[config.mk]
export PLATFORM = sky130hd
export DESIGN_NAME = pc_sequencer
export DESIGN_NICKNAME = d
export VERILOG_FILES = /design/src/rtl/mips_pkg.sv /design/src/rtl/pc_target_calc.sv /design/src/rtl/shiftleft2.sv /design/src/rtl/pc_sequencer.sv
export SDC_FILE = /design/constraint.sdc
export NUM_CORES = 1
export LEC_CHECK = 0
export ABC_AREA = 1
export BUFFER_PORTS_ARGS = -buffer_cell sky130_fd_sc_hd__buf_2
export CAP_MARGIN = 20
export CORE_ASPECT_RATIO = 1.4
export CORE_UTILIZATION = 57
export CTS_CLUSTER_DIAMETER = 100
export DETAILED_ROUTE_END_ITERATION = 12
export PLACE_DENSITY = 0.92
export SLEW_MARGIN = 10
export SYNTH_ARGS = -nofsm -noshare
export SYNTH_HDL_FRONTEND = slang
export SYNTH_SLANG_ARGS = --single-unit
[constraint.sdc]
create_clock -name clk -period 6.5 [get_ports clk]
set_input_delay 1.3 -clock clk [delete_from_list [all_inputs] [get_ports clk]]
set_output_delay 1.3 -clock clk [all_outputs]
set_load 0.03 [all_outputs]
[src/rtl/mips_pkg.sv]
// Shared definitions for the MIPS fetch front end: FSM states, next-PC select codes, reset vector.
package mips_pkg;

   typedef enum logic [1:0] {
      IDLE  = 2'd0,
      FETCH = 2'd1,
      HALT  = 2'd2
   } state_e;

   typedef enum logic [1:0] {
      SEL_SEQ = 2'd0,
      SEL_BR  = 2'd1,
      SEL_J   = 2'd2,
      SEL_JR  = 2'd3
   } pc_sel_e;

   localparam logic [31:0] DEFAULT_RESET_VECTOR = 32'h0000_0000;

endpackage

[src/rtl/pc_target_calc.sv]
// Combinational next-PC candidates (sequential, branch, jump) and the prioritised select code.
module pc_target_calc
   import mips_pkg::*;
#(
   parameter int ADDR_W = 32
) (
   input  logic [ADDR_W-1:0] pc,
   input  logic              branch,
   input  logic              zero,
   input  logic              jump,
   input  logic              jr,
   input  logic [ADDR_W-1:0] imm_ext,
   input  logic [25:0]       instr_index,
   output logic [ADDR_W-1:0] pc_plus4,
   output logic [ADDR_W-1:0] br_target,
   output logic [ADDR_W-1:0] j_target,
   output pc_sel_e           sel
);

   logic [ADDR_W-1:0] offset_s;

   shiftleft2 u_shl2 (
      .a (imm_ext),
      .y (offset_s)
   );

   assign pc_plus4  = pc + 32'd4;
   assign br_target = pc_plus4 + offset_s;
   assign j_target  = {pc_plus4[ADDR_W-1:ADDR_W-4], instr_index, 2'b00};

   // Priority: jr over jump over taken branch over sequential.
   always_comb begin
      sel = SEL_SEQ;
      if (jr) begin
         sel = SEL_JR;
      end else if (jump) begin
         sel = SEL_J;
      end else if (branch && zero) begin
         sel = SEL_BR;
      end else begin
         sel = SEL_SEQ;
      end
   end

endmodule

[src/rtl/shiftleft2.sv]
// Word-offset scaling: shifts a 32-bit value left by two, dropping the top bits.
module shiftleft2 (
   input  logic [31:0] a,
   output logic [31:0] y
);

   assign y = {a[29:0], 2'b00};

endmodule

[src/rtl/pc_sequencer.sv]
// Program counter owner and fetch handshake for the MIPS core.
// Optional delay-slot behaviour is enabled by defining DELAY_SLOT_EN.
module pc_sequencer
   import mips_pkg::*;
#(
   parameter logic [31:0] RESET_VECTOR = DEFAULT_RESET_VECTOR,
   parameter int          ADDR_W       = 32
) (
   input  logic              clk,
   input  logic              reset,
   input  logic              stall,
   input  logic              fetch_ready,
   input  logic              branch,
   input  logic              zero,
   input  logic              jump,
   input  logic              jr,
   input  logic [ADDR_W-1:0] imm_ext,
   input  logic [25:0]       instr_index,
   input  logic [ADDR_W-1:0] rs_val,
   output logic [ADDR_W-1:0] pc,
   output logic [ADDR_W-1:0] pc_plus4,
   output logic              fetch_valid,
   output logic              redirect,
   output logic              misalign_err
);

   logic [ADDR_W-1:0] pc_plus4_s;
   logic [ADDR_W-1:0] br_target_s;
   logic [ADDR_W-1:0] j_target_s;
   logic [ADDR_W-1:0] target_s;
   pc_sel_e           sel_s;
   logic              accept_s;
   logic              misalign_s;

   state_e            state_r;
   logic [ADDR_W-1:0] pc_r;
   logic              fetch_valid_r;
   logic              redirect_r;
   logic              misalign_err_r;
`ifdef DELAY_SLOT_EN
   logic              pending_r;
   logic [ADDR_W-1:0] pending_target_r;
`endif

   pc_target_calc #(.ADDR_W(ADDR_W)) u_calc (
      .pc          (pc_r),
      .branch      (branch),
      .zero        (zero),
      .jump        (jump),
      .jr          (jr),
      .imm_ext     (imm_ext),
      .instr_index (instr_index),
      .pc_plus4    (pc_plus4_s),
      .br_target   (br_target_s),
      .j_target    (j_target_s),
      .sel         (sel_s)
   );

   assign accept_s   = fetch_valid_r & fetch_ready & ~stall;
   assign misalign_s = (sel_s == SEL_JR) && (rs_val[1:0] != 2'b00);

   // Next-PC mux driven by the prioritised select code.
   always_comb begin
      target_s = pc_plus4_s;
      case (sel_s)
         SEL_JR:  target_s = rs_val;
         SEL_J:   target_s = j_target_s;
         SEL_BR:  target_s = br_target_s;
         SEL_SEQ: target_s = pc_plus4_s;
         default: target_s = pc_plus4_s;
      endcase
   end

   // Sequencer FSM, PC register and status flags.
   always_ff @(posedge clk) begin
      if (reset) begin
         state_r          <= IDLE;
         pc_r             <= RESET_VECTOR;
         fetch_valid_r    <= 1'b0;
         redirect_r       <= 1'b0;
         misalign_err_r   <= 1'b0;
`ifdef DELAY_SLOT_EN
         pending_r        <= 1'b0;
         pending_target_r <= RESET_VECTOR;
`endif
      end else begin
         case (state_r)
            IDLE: begin
               state_r       <= FETCH;
               fetch_valid_r <= 1'b1;
               redirect_r    <= 1'b0;
            end
            FETCH: begin
               if (accept_s) begin
`ifdef DELAY_SLOT_EN
                  // Delay-slot accept ignores the control inputs entirely.
                  if (pending_r) begin
                     pc_r       <= pending_target_r;
                     redirect_r <= 1'b1;
                     pending_r  <= 1'b0;
                  end else if (misalign_s) begin
                     misalign_err_r <= 1'b1;
                     state_r        <= HALT;
                     fetch_valid_r  <= 1'b0;
                     redirect_r     <= 1'b0;
                  end else if (sel_s != SEL_SEQ) begin
                     pc_r             <= pc_plus4_s;
                     pending_target_r <= target_s;
                     pending_r        <= 1'b1;
                     redirect_r       <= 1'b0;
                  end else begin
                     pc_r       <= pc_plus4_s;
                     redirect_r <= 1'b0;
                  end
`else
                  if (misalign_s) begin
                     misalign_err_r <= 1'b1;
                     state_r        <= HALT;
                     fetch_valid_r  <= 1'b0;
                     redirect_r     <= 1'b0;
                  end else begin
                     pc_r       <= target_s;
                     redirect_r <= (sel_s != SEL_SEQ);
                  end
`endif
               end else begin
                  redirect_r <= 1'b0;
               end
            end
            HALT: begin
               fetch_valid_r <= 1'b0;
               redirect_r    <= 1'b0;
            end
            default: begin
               state_r       <= IDLE;
               fetch_valid_r <= 1'b0;
               redirect_r    <= 1'b0;
            end
         endcase
      end
   end

   assign pc           = pc_r;
   assign pc_plus4     = pc_plus4_s;
   assign fetch_valid  = fetch_valid_r;
   assign redirect     = redirect_r;
   assign misalign_err = misalign_err_r;

endmodule

==> flow_metrics.tcl <==
set metrics [dict create \
    p_sw_share_pct 30.3 \
    layout_setup_ws_ps 2550 \
    place.detailed.hpwl_mm 15.2 \
    final_util_pct 70.8 \
    min_period_ps 3950 \
    power.switching_uw 210 \
    avgRoutedWirePerCell_um 15.8 \
    grt_pass1_vias 6152 \
    dp.cells 1179 \
    synthDistinctLibCells 46 \
    nFillCells 851 \
    fp.dieW_um 81.7 \
    synth_nets 1068 \
    syn_area_per_cell_sq_um 5.43 \
    post_cts_buffers 0 \
    die_height_um 114 \
    synth_top_flop_cell "dfxtp_1" \
    final_cells 1187 \
    p_clk_share_pct 41.4 \
    rr_worst_depth 17 \
    synth_edf_count 0 \
    synth-seq-cells 37 \
    fin_crit_sh_pct 60.8 \
    slew-limit-headroom_pct 48.2 \
    synth_warnings 0 \
    start_util_pct 58.9 \
    slowest_stage "dfxtp_1" \
    holdPathEnd "misalign_err" \
    hold_viol 0 \
    cts.htree.levels 2 \
    clkLatencyLatePin_ps 290 \
    hold_class "register to register" \
    combinationalPowerShare_pct 24.7 \
    crit_chain "ha_1, nand3_1, inv_1, nand2_1, nor2_1, xor2_1, ha_1, nand2_1, nor2_1, inv_1, nor2_1, nand4_1, nand4_1, nand3_1, nand2_1, nand2_1, a21oi_1" \
    ant_nets 0 \
    finalSetupViolCount 0 \
    finalSetupTns_ps 0 \
    synth_async_sr_flop_share_pct 0 \
    cp.arrival_ps 4160 \
    area_delta_synth_final_pct 20.1 \
    reg2reg_from "pc[2]" \
    synth-seq-area-share_pct 14.6 \
    place_ws_ps 2820 \
    power.leakage_uw 0.00333 \
    yosys-top-cells-count "nand2_1, inv_1, nor2_1, a21oi_1, nand3_1" \
    drive_above_1_share_pct 18.1 \
    rsz0062_at_grt "false" \
    startpoint "pc[2]" \
    hold_slack_ps 445 \
    grt_pass1_wl_mm 29.5 \
    io_pins 165 \
    min_from "misalign_err" \
    port-buffer-count 162 \
    busiest_layer "met2" \
    r2r_setup_slack_ps 2550 \
    status "complete, no violations" \
    grt_overflow 0 \
    peakVddDrop_uv 215 \
    gp_congestion 1.03 \
    clock-root-buffer "clkbuf_16" \
    wl_mm 18.7 \
    cts_made_buffers 5 \
    whs_path_depth 2 \
    synthMostInstantiatedCell "nand2_1" \
    seqPwrFrac_pct 33.9 \
    cap_violations 0 \
    drc 0 \
    n_antenna_cell 0 \
    power_density_nw_per_um2 114 \
    cts_tree "built" \
    grtUsageMet2_pct 68.1 \
    r2r_end "pc[21]" \
    grt_use_met1_pct 50.6 \
    regArea_sq_um 741 \
    cts_buffer_depth 2 \
    internal_power_uw 483 \
    synthesis.area_sq_um 5070 \
    clkTransAtPathRegs_ps 60 \
    skew_ps 5.65 \
    dr_total_vias 6797 \
    rows 40 \
    crit_type "register to register" \
    yosysTopAreaCell "nand2_1" \
    slew_viol_final 0 \
    worstPathMaxFanout 6 \
    core_sq_um 8610 \
    synth.top_cell.area_share_pct 24.1 \
    grtUsageMet3_pct 7.28 \
    max_freq_ghz 0.253 \
    grt_max_degree 36 \
    ctsHoldBuffers 0 \
    multiInputGateArea_sq_um 3780 \
    dieArea_sq_um 9290 \
    ys_top_cells_by_area "nand2_1, dfxtp_1, inv_1" \
    cp-start-kind "register" \
    tightest_slew_ps 775 \
    dr.pass1.iters 8 \
    slowest_delay_ps 490 \
    drt_iter0_drc 636 \
    syn_inst 934 \
    crit_path_frequent_cell "nand2_1" \
    cp.required_ps 6710 \
    antenna_found_initial 0 \
    nets 1215 \
    clock_sinks 37 \
    critPathCaptureType "register" \
    cts_resized 0 \
    vias_per_cell 5.73 \
    grt_util_all_layers_pct 42.1 \
]
==> stage by stage <==
stage	area, sq um	total power, uW
6_report	6090	693
2_1_floorplan	5070	343
4_1_cts	6090	690
3_5_place_dp	5920	405
3_3_place_gp	5920	403
5_1_grt	6090	722
==> worst max path at each step <==
stage	cells after the start	end	slack (ps)
floorplan	18	pc[27]	3130
global placement	9	pc[28]	2790
detailed placement	9	pc[28]	2820
CTS	7	pc_plus4[18]	2710
global route	17	pc[21]	2440
finish	17	pc[21]	2550
==> sequential cells by signal, summed over array words and instances (netlist names) <==
register / cells
misalign_err: 1
fetch_valid: 1
pc: 32
state_r: 2
redirect: 1
==> logic make-up after synthesis <==
logic type	count (synthesis)	share of synthesized area, %
compound gates	135	14.8
xor+xnor	17	3.08
buf+inv	142	10.9
fa+ha+maj	36	9.03
flops	37	14.6
simple gates	567	47.5
==> area by class of cell <==
type,count,share of cell area [%]
Sequential cell,37,12.2
Inverter,119,7.33
Tap cell,105,2.16
Multi-Input combinational cell,755,62.0
Clock buffer,6,2.28
Timing Repair Buffer,163,13.4
Clock inverter,2,0.616
==> power groups by stage <==
| stage | sequential, uW | combinational, uW | clock, uW |
|---|---|---|---|
| floorplan | 244 | 98.3 | 0 |
| global placement | 240 | 164 | 0 |
| finish | 235 | 171 | 287 |
| global route | 235 | 188 | 299 |
| detailed placement | 240 | 166 | 0 |
| CTS | 235 | 167 | 288 |
==> placed cells by master, fill, tap and decap left out, types with 2 or more instances in the layout <==
cell type / instances
a21o_1: 3
a21oi_2: 2
buf_2: 162
nand4_1: 15
inv_1: 118
o21ai_0: 24
ha_1: 35
nand2_2: 4
nor3_2: 3
dfxtp_1: 37
nor3_1: 12
o21bai_1: 7
nor2_1: 110
a21oi_1: 82
o2111ai_1: 4
a31oi_1: 2
xor2_1: 15
nand2_1: 326
nor2_2: 5
and2_1: 4
or2_2: 4
clkbuf_16: 5
nor2_4: 4
nand3_1: 65
nand3b_1: 9
o211ai_1: 2
==> routing by layer <==
layer	part of all wire, %	vias up
met5	0	-
met4	6.6	0
met3	9.2	91
met2	47	378
met1	37	3022
li1	-	3306
==> critical path: cells and delay by family (launching register included) <==
kind                     cells  cell delay, ps
AND/OR/NAND/NOR             11            1900
adder cells (fa/ha/maj)      2             700
AO/OA/AOI/OAI                1             120
XOR/XNOR                     1             400
flip-flops                   1             490
buffers and inverters        2             250
(Power assumes the default switching activity.)
